$ cat src/rtl/time_setter.sv
// Automatic time-setting initiator: presses time_keeper's incr buttons until day/hour/minute match a target.
// Optional end-of-run re-check of all three fields is built when TIME_SETTER_VERIFY_EN is defined.
module time_setter #(
   parameter int g_press_cycles   = 400,
   parameter int g_release_cycles = 400,
   parameter int g_max_steps      = 64,
   parameter int g_max_passes     = 2
) (
   input  logic       i_clk,
   input  logic       i_reset_n,
   input  logic       i_start,
   input  logic       i_abort,
   input  logic [6:0] i_tgt_day,
   input  logic [4:0] i_tgt_hour,
   input  logic [5:0] i_tgt_minute,
   input  logic [6:0] i_cur_day,
   input  logic [4:0] i_cur_hour,
   input  logic [5:0] i_cur_minute,
   output logic       o_set_time_n,
   output logic       o_incr_day_n,
   output logic       o_incr_hr_n,
   output logic       o_incr_min_n,
   output logic       o_busy,
   output logic       o_done,
   output logic       o_error
);
   localparam int TMR_MAX = (g_press_cycles > g_release_cycles) ? g_press_cycles : g_release_cycles;
   localparam int TW = $clog2(TMR_MAX + 1);
   localparam int SW = $clog2(g_max_steps + 1);
   localparam logic [TW-1:0] PRESS_LAST = TW'(g_press_cycles - 1);
   localparam logic [TW-1:0] REL_LAST   = TW'(g_release_cycles - 1);
   localparam logic [SW-1:0] STEP_MAX   = SW'(g_max_steps);

   localparam logic [2:0] S_IDLE    = 3'd0;
   localparam logic [2:0] S_CHECK   = 3'd1;
   localparam logic [2:0] S_SEL     = 3'd2;
   localparam logic [2:0] S_PRESS   = 3'd3;
   localparam logic [2:0] S_RELEASE = 3'd4;
   localparam logic [2:0] S_VERIFY  = 3'd5;
   localparam logic [2:0] S_DONE    = 3'd6;
   localparam logic [2:0] S_ERR     = 3'd7;

   localparam logic [1:0] F_DAY  = 2'd0;
   localparam logic [1:0] F_HOUR = 2'd1;
   localparam logic [1:0] F_MIN  = 2'd2;

   if (g_press_cycles < 1 || g_release_cycles < 1 || g_max_steps < 1 || g_max_passes < 1) begin : g_param_chk
      $error("time_setter: all parameters must be >= 1");
   end

   logic [2:0]    state_q;
   logic [1:0]    fld_q;
   logic [TW-1:0] tmr_q;
   logic [SW-1:0] steps_q;
   logic          err_q;
   logic [6:0]    tgt_day_q;
   logic [4:0]    tgt_hour_q;
   logic [5:0]    tgt_min_q;
   logic          day_match, hour_match, min_match, fld_match, tgt_valid, busy;

`ifdef TIME_SETTER_VERIFY_EN
   localparam int PW = $clog2(g_max_passes + 1);
   localparam logic [PW-1:0] PASS_LAST = PW'(g_max_passes - 1);
   logic [PW-1:0] pass_q;
`endif

   assign day_match  = (i_cur_day == tgt_day_q);
   assign hour_match = (i_cur_hour == tgt_hour_q);
   assign min_match  = (i_cur_minute == tgt_min_q);
   assign tgt_valid  = $onehot(tgt_day_q) && (tgt_hour_q <= 5'd23) && (tgt_min_q <= 6'd59);

   always_comb begin
      fld_match = min_match;
      case (fld_q)
         F_DAY:   fld_match = day_match;
         F_HOUR:  fld_match = hour_match;
         default: fld_match = min_match;
      endcase
   end

   assign busy = (state_q inside {S_CHECK, S_SEL, S_PRESS, S_RELEASE, S_VERIFY});

   always_ff @(posedge i_clk or negedge i_reset_n) begin
      if (!i_reset_n) begin
         state_q    <= S_IDLE;
         fld_q      <= F_DAY;
         tmr_q      <= '0;
         steps_q    <= '0;
         err_q      <= 1'b0;
         tgt_day_q  <= '0;
         tgt_hour_q <= '0;
         tgt_min_q  <= '0;
`ifdef TIME_SETTER_VERIFY_EN
         pass_q     <= '0;
`endif
      end else if (i_abort && busy) begin
         // abort wins over every busy-state transition; error flag untouched
         state_q <= S_IDLE;
         tmr_q   <= '0;
      end else begin
         case (state_q)
            S_IDLE: if (i_start) begin
               tgt_day_q  <= i_tgt_day;
               tgt_hour_q <= i_tgt_hour;
               tgt_min_q  <= i_tgt_minute;
               err_q      <= 1'b0;
               state_q    <= S_CHECK;
            end
            S_CHECK: begin
               fld_q   <= F_DAY;
               steps_q <= '0;
               tmr_q   <= '0;
`ifdef TIME_SETTER_VERIFY_EN
               pass_q  <= '0;
`endif
               state_q <= tgt_valid ? S_SEL : S_ERR;
            end
            S_SEL: begin
               if (fld_match) begin
                  steps_q <= '0;
                  if (fld_q == F_MIN) begin
`ifdef TIME_SETTER_VERIFY_EN
                     state_q <= S_VERIFY;
`else
                     state_q <= S_DONE;
`endif
                  end else begin
                     fld_q <= fld_q + 2'd1;
                  end
               end else if (steps_q == STEP_MAX) begin
                  state_q <= S_ERR;
               end else begin
                  tmr_q   <= '0;
                  state_q <= S_PRESS;
               end
            end
            S_PRESS: begin
               if (tmr_q == PRESS_LAST) begin
                  tmr_q   <= '0;
                  steps_q <= steps_q + 1'b1;
                  state_q <= S_RELEASE;
               end else begin
                  tmr_q <= tmr_q + 1'b1;
               end
            end
            S_RELEASE: begin
               if (tmr_q == REL_LAST) begin
                  tmr_q   <= '0;
                  state_q <= S_SEL;
               end else begin
                  tmr_q <= tmr_q + 1'b1;
               end
            end
`ifdef TIME_SETTER_VERIFY_EN
            S_VERIFY: begin
               // a carry or rollover during setting can disturb an earlier field
               if (day_match && hour_match && min_match) begin
                  state_q <= S_DONE;
               end else if (pass_q == PASS_LAST) begin
                  state_q <= S_ERR;
               end else begin
                  pass_q  <= pass_q + 1'b1;
                  fld_q   <= F_DAY;
                  steps_q <= '0;
                  state_q <= S_SEL;
               end
            end
`endif
            S_ERR: begin
               err_q   <= 1'b1;
               state_q <= S_IDLE;
            end
            default: state_q <= S_IDLE;
         endcase
      end
   end

   assign o_busy       = busy;
   assign o_done       = (state_q == S_DONE);
   assign o_error      = err_q | (state_q == S_ERR);
   assign o_set_time_n = !(state_q inside {S_SEL, S_PRESS, S_RELEASE, S_VERIFY});
   assign o_incr_day_n = !((state_q == S_PRESS) && (fld_q == F_DAY));
   assign o_incr_hr_n  = !((state_q == S_PRESS) && (fld_q == F_HOUR));
   assign o_incr_min_n = !((state_q == S_PRESS) && (fld_q == F_MIN));

endmodule
$ cat config.mk
export PLATFORM = sky130hd
export DESIGN_NAME = time_setter
export DESIGN_NICKNAME = d
export VERILOG_FILES = /design/src/rtl/time_setter.sv
export SDC_FILE = /design/constraint.sdc
export NUM_CORES = 1
export LEC_CHECK = 0
export CORE_ASPECT_RATIO = 0.75
export CORE_MARGIN = 2
export CORE_UTILIZATION = 45
export DETAILED_ROUTE_END_ITERATION = 10
export PLACE_DENSITY = 0.71
export SKIP_CTS_REPAIR_TIMING = 1
export SLEW_MARGIN = 20
export SYNTH_ARGS = -nofsm -noshare
export SYNTH_HDL_FRONTEND = slang
export SYNTH_SLANG_ARGS = --single-unit
$ cat constraint.sdc
create_clock -name i_clk -period 4.2 [get_ports i_clk]
set_input_delay 0.42 -clock i_clk [delete_from_list [all_inputs] [get_ports i_clk]]
set_output_delay 0.42 -clock i_clk [all_outputs]
set_load 0.03 [all_outputs]
==> results_dict.tcl, run 1 <==
set metrics [dict create \
    skew_ps 13.4 \
    max_freq_mhz 312 \
    status "completed" \
    max-vdd-ir-drop_v 0.000269 \
    grt_pass1_vias 1856 \
    use_met2_pct 29.5 \
    grt_start_max_net_pins 41 \
    antenna_found_initial 0 \
    crit_type "flop to flop" \
    synthCells 254 \
    rows 23 \
    place_ws_ps 1030 \
    crit_top_cell "fa_1" \
    die_h_um 68.3 \
    track_usage_pct 18.2 \
    met1_usage_pct 24.4 \
    cp.arrival_ps 3370 \
    worst_pin_slew_ps 925 \
    cts_max_level 2 \
    yosysWarnings 0 \
    port-buffer-count 46 \
    setup.worst_path.start_class "flop" \
    num_antenna_cells 0 \
    drv_cap 0 \
    hp-class "input port to async pin" \
    setup_slack_ps 996 \
    reg2reg_to "state_q[0]" \
    wire_per_inst_um 14.5 \
    fin_crit_ps 3200 \
    cts.path.max_buffers 2 \
    cts.sinks 40 \
    wl_um 5360 \
    dr.pass1.iters 4 \
    worst-path-max-fanout 2 \
    dp_hpwl_um 4000 \
    place.gp.congestion 0.808 \
    slew_headroom_pct 38.3 \
    cts_inserted_buffers 5 \
    cp.required_ps 4360 \
    num_vias 1981 \
    nFillCells 485 \
    endpoint_kind "flop" \
    power.density_nw_per_um2 628 \
    synth.net_count 304 \
    hold_violations 0 \
    drc 0 \
    drive_above_1_share_pct 11.5 \
    start_util_pct 46.6 \
    slew_viol_final 0 \
    syn_avg_cell_area_um2 9.77 \
    synth_area_um2 2480 \
    clk_latency_ps 300 \
    synth_edf_count 0 \
    drt_iter0_markers 142 \
    globalRouteMet3Util_pct 4.85 \
    cpPeakStageDelay_ps 490 \
    leakage_nw 1.23 \
    via_per_inst 5.34 \
    clk_pin_slew_worst_paths_ps 80 \
    drtAntennaViolNets 0 \
    crit_slowest_cell "fa_1" \
    ys_types 54 \
    cp_cell_sequence "inv_1 -> fa_1 -> fa_1 -> inv_1 -> fa_1 -> fa_1 -> a211oi_1 -> nand3_1 -> o21a_1 -> a21oi_1 -> o32ai_1" \
    tns_ps 0 \
    placed_cell_area_um2 2970 \
    top_usage_layer "met2" \
    area_growth_pct 22.7 \
    die-area_um2 6130 \
    layout.nets 346 \
    rsz0062_at_grt "false" \
    synth_ff_type "dfrtp_1" \
    io_pins 47 \
    final_area_um2 3050 \
    die_w_um 89.8 \
    utilization_pct 57.2 \
    cts_tree "built" \
    reg2reg_depth 11 \
    grt_pass1_wl_um 8740 \
    setup_viol 0 \
    rr_startpoint "tgt_day_q[1]" \
    async_flop_share_pct 100 \
    synth_seq_area_share_pct 40.3 \
    cts_root_buf "clkbuf_8" \
    timing.final.crit_share_pct 76.3 \
    synth-seq-cells 40 \
    reg2reg_slack_ps 1000 \
    grt-ovfl-total 0 \
    core_area_um2 5320 \
]
==> synthesized netlist by cell type, types with 2 or more instances <==
library cell	n	area, um2
o31a_1	2	17.5
a21oi_1	19	95.1
and3_1	5	31.3
nor2_1	18	67.6
mux2_2	10	113
mux2_1	3	33.8
xnor2_1	22	193
dfrtp_1	40	1000
or2_2	2	12.5
buf_2	2	10.0
inv_1	18	67.6
a31oi_1	5	31.3
nand2b_4	2	27.5
o21ai_1	2	10.0
nand4_1	5	31.3
buf_6	2	22.5
clkbuf_1	5	18.8
o32ai_1	2	17.5
or3_1	8	50.1
a31o_2	3	26.3
ha_1	6	75.1
nand2_1	18	67.6
fa_1	4	80.1
o21ai_0	14	70.1
nand3_1	8	40.0
==> power breakdown <==
group          internal [mW]  switching [mW]  leakage (nW)
Combinational          0.482           0.525         0.672
Sequential             0.509           0.154         0.516
Clock                  0.113           0.132        0.0410
==> critical path, delay by kind of cell, from the launching register on <==
family	cells	cell delay (ps)
adder cells (fa/ha/maj)	4	1770
AND/OR/NAND/NOR	1	130
flip-flops	1	410
AO/OA/AOI/OAI	4	620
buffers and inverters	2	160
==> cells in the final DEF, fill, tap and decap left out, types with 2 or more instances in the layout <==
cell and n:
clkbuf_8 5, and3_1 5, or2_2 2, nor2_1 18
mux2_1 3, o32ai_1 2, nand3_1 8, clkdlybuf4s50_1 45
dfrtp_1 40, a21oi_1 19, ha_1 6, o21ai_1 2
nand2b_4 2, nand4_1 5, o31a_1 2, inv_1 18
nand2_1 18, mux2_2 10, a31o_2 3, a31oi_1 5
o21ai_0 14, xnor2_1 22, or3_1 8, fa_1 4
==> stage by stage <==
step / total power [mW] / hold WS (ps) / std cells
3_5_place_dp: 1.67 / 486 / 364
3_3_place_gp: 1.64 / 484 / 364
4_1_cts: 1.92 / 284 / 371
5_1_grt: 2.09 / 344 / 371
2_1_floorplan: 1.43 / 124 / 254
6_report: 1.91 / 252 / 371
==> kinds of logic after synthesis <==
| group | count (synthesis) | synth area share [%] |
|---|---|---|
| buffers and inverters | 29 | 5.24 |
| AND/OR/NAND/NOR | 76 | 17.1 |
| adder cells (fa/ha/maj) | 10 | 6.25 |
| flip-flops | 40 | 40.3 |
| AO/OA/AOI/OAI | 62 | 16.7 |
| multiplexers | 14 | 6.30 |
| XOR/XNOR | 23 | 8.11 |
==> routing by layer <==
metal	part of all wire, %	routed length, um
met3	6.9	370
met5	0	0
met4	1.2	65
met1	48	2580
met2	44	2350
==> final cells by class <==
type | instances | area [um2] | area share, %
repair buffers | 46 | 455 | 14.9
inverters | 18 | 67.6 | 2.22
flip-flops and latches | 40 | 1000 | 32.9
multi-input cells | 185 | 1350 | 44.4
well taps | 75 | 93.8 | 3.08
clock inverters | 1 | 5.00 | 0.164
clock buffers | 6 | 72.6 | 2.38
==> sequential cells by signal (all words and copies together), names as in the netlist <==
register and cells:
tgt_day_q 7, fld_q 2, tgt_hour_q 5, err_q 1, tmr_q 9, steps_q 7
tgt_min_q 6, state_q 3
==> worst max-delay path by stage <==
| stage | start | endpoint | slack, ps | depth (start not counted) |
|---|---|---|---|---|
| 5_1_grt | tgt_day_q[0] | state_q[2] | 800 | 11 |
| 2_1_floorplan | tgt_day_q[0] | state_q[0] | 1200 | 11 |
| 3_5_place_dp | tgt_day_q[0] | state_q[0] | 1030 | 11 |
| 4_1_cts | tgt_day_q[1] | state_q[0] | 1010 | 11 |
| 6_report | tgt_day_q[1] | state_q[0] | 1000 | 11 |
| 3_3_place_gp | tgt_day_q[0] | state_q[0] | 1120 | 11 |
(Power assumes the default switching activity.)
==> run 2: changes to the inputs <==
--- a/config.mk
+++ b/config.mk
@@ -9,7 +9,7 @@
 export CORE_MARGIN = 2
 export CORE_UTILIZATION = 45
 export DETAILED_ROUTE_END_ITERATION = 10
-export PLACE_DENSITY = 0.71
+export PLACE_DENSITY = 0.73
 export SKIP_CTS_REPAIR_TIMING = 1
 export SLEW_MARGIN = 20
 export SYNTH_ARGS = -nofsm -noshare
==> constraint.sdc (replaced) <==
create_clock -name i_clk -period 2.7 [get_ports i_clk]
set_input_delay 0.27 -clock i_clk [delete_from_list [all_inputs] [get_ports i_clk]]
set_output_delay 0.27 -clock i_clk [all_outputs]
set_load 0.03 [all_outputs]
==> results_dict.tcl, run 2 (synthesis results as in run 1) <==
set metrics [dict create \
    status "finished with violations" \
    violations "negative setup slack" \
    regMostFlops "tmr_q" \
    max_freq_mhz 328 \
    drive_above_1_share_pct 16.1 \
    core_area_um2 5320 \
    p_int_mw 1.89 \
    num_antenna_cells 0 \
    endpoint_kind "flop" \
    nFillCells 467 \
    cts.sinks 40 \
    io_pins 47 \
    largest_register_ffs 9 \
    p_sw_mw 1.32 \
    grt-ovfl-total 0 \
    drt_iter0_markers 129 \
    hp-class "input port to async pin" \
    setup_slack_ps -353 \
    final_cell_mix "clkdlybuf4s50_1, dfrtp_1, xnor2_1" \
    clk_latency_ps 300 \
    grt_pass1_wl_um 8820 \
    start_util_pct 46.6 \
    final_area_um2 3140 \
    die-area_um2 6130 \
    leakage_nw 1.28 \
    clk_pin_slew_worst_paths_ps 90 \
    cts_root_buf "clkbuf_8" \
    combPwrFrac_pct 52.8 \
    top_regs "tmr_q x9, steps_q x7, tgt_day_q x7" \
    setup.worst_path.start_class "flop" \
    drtAntennaViolNets 0 \
    numPlacedInstances 370 \
    rows 23 \
    cts_max_level 2 \
    grt_pass1_vias 1853 \
    dr.pass1.iters 4 \
    num_vias 1971 \
    area_growth_pct 26.7 \
    utilization_pct 59.1 \
    skew_ps 11.4 \
    pwr-share-clk_pct 15.5 \
    wire_per_inst_um 14.0 \
    wl_um 5310 \
    cp.required_ps 2870 \
    layout.nets 353 \
    power.density_nw_per_um2 1020 \
    slew_viol_final 0 \
    hold_ws_ps 93.7 \
    die_h_um 68.3 \
    drc 0 \
    worst_pin_slew_ps 905 \
    place.gp.congestion 0.804 \
    fin_crit_ps 3050 \
    slew_headroom_pct 39.7 \
    place_ws_ps -409 \
    tns_ps -643 \
    die_w_um 89.8 \
    grt_start_max_net_pins 41 \
    cp.arrival_ps 3220 \
    drv_cap 0 \
    max-vdd-ir-drop_v 0.000428 \
    cts.path.max_buffers 2 \
    via_per_inst 5.20 \
    final_common_cell "clkdlybuf4s50_1" \
    dp_hpwl_um 4030 \
    antenna_found_initial 0 \
    cts_inserted_buffers 5 \
    rsz0062_at_grt "true" \
    timing.final.crit_share_pct 113 \
    crit_type "flop to flop" \
    hold_violations 0 \
    cts_tree "built" \
    port-buffer-count 46 \
    swShare_pct 41.0 \
    pwr-share-seq_pct 31.7 \
    track_usage_pct 18.4 \
    worst-path-max-fanout 2 \
    power.total_mw 3.21 \
    setup_viol 2 \
    fin_cells 379 \
    placed_cell_area_um2 3020 \
]
==> run 2: path summary, 6_finish.rpt <==
kind	startpoint	to	slack [ps]	cells past startpoint
setup / recovery	tgt_day_q[3]	state_q[0]	-350	11
hold / removal	i_reset_n	tmr_q[2]	90	1
setup reg to reg	tgt_day_q[3]	state_q[0]	-350	11
hold reg to reg	tmr_q[3]	tmr_q[3]	500	1
max in group asynchronous	i_reset_n	steps_q[4]	2030	1
min in group i_clk	tmr_q[3]	tmr_q[3]	500	1
==> run 2: cell type report <==
class                   instances  area [um2]  area share [%]
clock buffers                   5        68.8            2.19
clock inverters                 3        42.5            1.35
inverters                      18        67.6            2.15
multi-input cells             185        1360            43.3
flip-flops and latches         40        1000            31.8
well taps                      75        93.8            2.98
repair buffers                 53         508            16.2
==> run 2: routing by layer <==
metal  vias up  part of all wire (%)  global-route usage [%]
li1        984                     -                       -
met1       926                    50                    25.7
met2        55                    43                    28.4
met3         6                   6.2                    5.29
met4         0                   1.0                    5.19
met5         -                     0                       0
==> run 2: power groups by stage <==
stage                     Clock (mW)  Combinational [mW]  Sequential, mW
after floorplan                    0                1.31           0.921
after global placement             0                1.58            1.01
after detailed placement           0                1.64            1.02
after CTS                      0.508                1.65            1.01
after global routing           0.533                1.90            1.05
final                          0.497                1.70            1.02
==> run 2: critical path: stages (launching register included) <==
cell	delay (ps)
dfrtp_1	400
inv_2	80
fa_1	430
fa_1	500
inv_1	50
fa_2	340
fa_1	470
a211oi_2	160
nand3_1	120
o21a_1	190
a21oi_2	100
o32ai_1	80
==> run 3: changes to the inputs <==
--- a/config.mk
+++ b/config.mk
@@ -10,6 +10,7 @@
 export CORE_UTILIZATION = 45
 export DETAILED_ROUTE_END_ITERATION = 10
 export PLACE_DENSITY = 0.73
+export REMOVE_ABC_BUFFERS = 1
 export SKIP_CTS_REPAIR_TIMING = 1
 export SLEW_MARGIN = 20
 export SYNTH_ARGS = -nofsm -noshare
==> results_dict.tcl, run 3 (synthesis results as in run 1) <==
set metrics [dict create \
    status "finished with violations" \
    violations "negative setup slack" \
    cp.buffers_inverters 2 \
    crit_slowest_cell "fa_1" \
    wire_per_inst_um 14.2 \
    hp-class "input port to async pin" \
    grt_start_max_net_pins 41 \
    max_freq_mhz 322 \
    final_common_cell "clkdlybuf4s50_1" \
    slew_headroom_pct 39.6 \
    drc 0 \
    core_area_um2 5320 \
    leakage_nw 1.27 \
    drtAntennaViolNets 0 \
    worst_pin_slew_ps 906 \
    cts_tree "built" \
    track_usage_pct 19.4 \
    drt_iter0_markers 85 \
    die-area_um2 6130 \
    multi_input_area_um2 1360 \
    drive_above_1_share_pct 16.1 \
    skew_ps 8.81 \
    die_h_um 68.3 \
    setup.worst_path.start_class "flop" \
    via_per_inst 5.26 \
    dr.pass1.iters 4 \
    p_int_mw 1.81 \
    cp.arrival_ps 3260 \
    worst-path-max-fanout 2 \
    die_w_um 89.8 \
    combPwrFrac_pct 54.7 \
    cts.sinks 40 \
    cts_root_buf "clkbuf_8" \
    setup_slack_ps -407 \
    top_regs "tmr_q x9, steps_q x7, tgt_day_q x7" \
    regMostFlops "tmr_q" \
    endpoint_kind "flop" \
    setup_viol 2 \
    grt-ovfl-total 0 \
    pwr-share-seq_pct 32.8 \
    fin_cells 380 \
    reg2reg_slack_ps -410 \
    start_util_pct 46.6 \
    grt_pass1_wl_um 9340 \
    wl_um 5400 \
    cpPeakStageDelay_ps 500 \
    num_vias 1998 \
    place.gp.congestion 0.869 \
    power.density_nw_per_um2 996 \
    drv_cap 0 \
    clk_pin_slew_worst_paths_ps 80 \
    numPlacedInstances 371 \
    swShare_pct 41.9 \
    layout.nets 355 \
    largest_register_ffs 9 \
    cts_max_level 2 \
    cp_cell_sequence "inv_2 -> fa_1 -> fa_1 -> inv_1 -> fa_2 -> fa_1 -> a211oi_2 -> nand3_1 -> o21a_1 -> a21oi_1 -> o32ai_1" \
    critical-path-top-delay-family "adder cells" \
    final_cell_mix "clkdlybuf4s50_1, dfrtp_1, xnor2_1, a21oi_1" \
    crit_top_cell "fa_1" \
    cp.required_ps 2860 \
    pwr-share-clk_pct 12.5 \
    power.total_mw 3.11 \
    max-vdd-ir-drop_v 0.000467 \
    dp_hpwl_um 4150 \
    timing.final.crit_share_pct 115 \
    slew_viol_final 0 \
    rows 23 \
    rsz0062_at_grt "true" \
    p_sw_mw 1.30 \
    cts_inserted_buffers 5 \
    clk_latency_ps 290 \
    cts.path.max_buffers 2 \
    nFillCells 466 \
    antenna_found_initial 0 \
    num_antenna_cells 0 \
    crit_type "flop to flop" \
    regArea_um2 1000 \
    hold_violations 0 \
    grt_pass1_vias 1997 \
    io_pins 47 \
    port-buffer-count 46 \
    fin_crit_ps 3110 \
    area_growth_pct 25.9 \
]
[run 3: changes by cell type in the layout (fill, tap and decap cells not counted), sizes merged]
cell    before  now
bufinv       1    0
buf          8   10
[run 3: power by group through the flow]
stage               sequential, mW  combinational, mW  clock, mW
floorplan                    0.981               1.17          0
global placement              1.01               1.59          0
detailed placement            1.02               1.66          0
CTS                           1.01               1.66      0.401
global route                  1.06               1.91      0.426
finish                        1.02               1.70      0.389
[run 3: worst paths after layout]
check	cells after the start	from	endpoint
worst min register to register	1	tmr_q[0]	tmr_q[0]
worst max-delay path	11	tgt_day_q[3]	state_q[0]
worst max register to register	11	tgt_day_q[3]	state_q[0]
min in group i_clk	1	tmr_q[0]	tmr_q[0]
worst min-delay path	1	i_reset_n	tmr_q[2]
max in group asynchronous	1	i_reset_n	steps_q[0]
[run 3: metrics by stage]
step           setup slack, ps  utilization (%)  hold WS (ps)  TNS (ps)  instance area [um2]
6_report                  -407             58.7           102      -732                 3130
5_1_grt                   -517             58.7           175      -968                 3130
4_1_cts                   -497             58.3           133      -917                 3100
3_5_place_dp              -477             56.8           457      -879                 3020
3_3_place_gp              -360             56.8           450      -669                 3020
2_1_floorplan             -298                -         -25.6      -560                 2420
[run 3: layer usage]
layer,track usage [%],part of all wire (%),wire [um],vias to the layer above
li1,-,-,-,988
met1,24.7,47,2540,954
met2,33.4,47,2530,48
met3,3.96,4.4,240,8
met4,7.31,1.5,80,0
met5,0,0,0,-
[run 3: area by class of cell]
type / instances / share of cell area [%]
clock inverters: 2 / 0.400
repair buffers: 55 / 16.7
clock buffers: 5 / 2.20
well taps: 75 / 3.00
multi-input cells: 185 / 43.5
flip-flops and latches: 40 / 32.0
inverters: 18 / 2.16
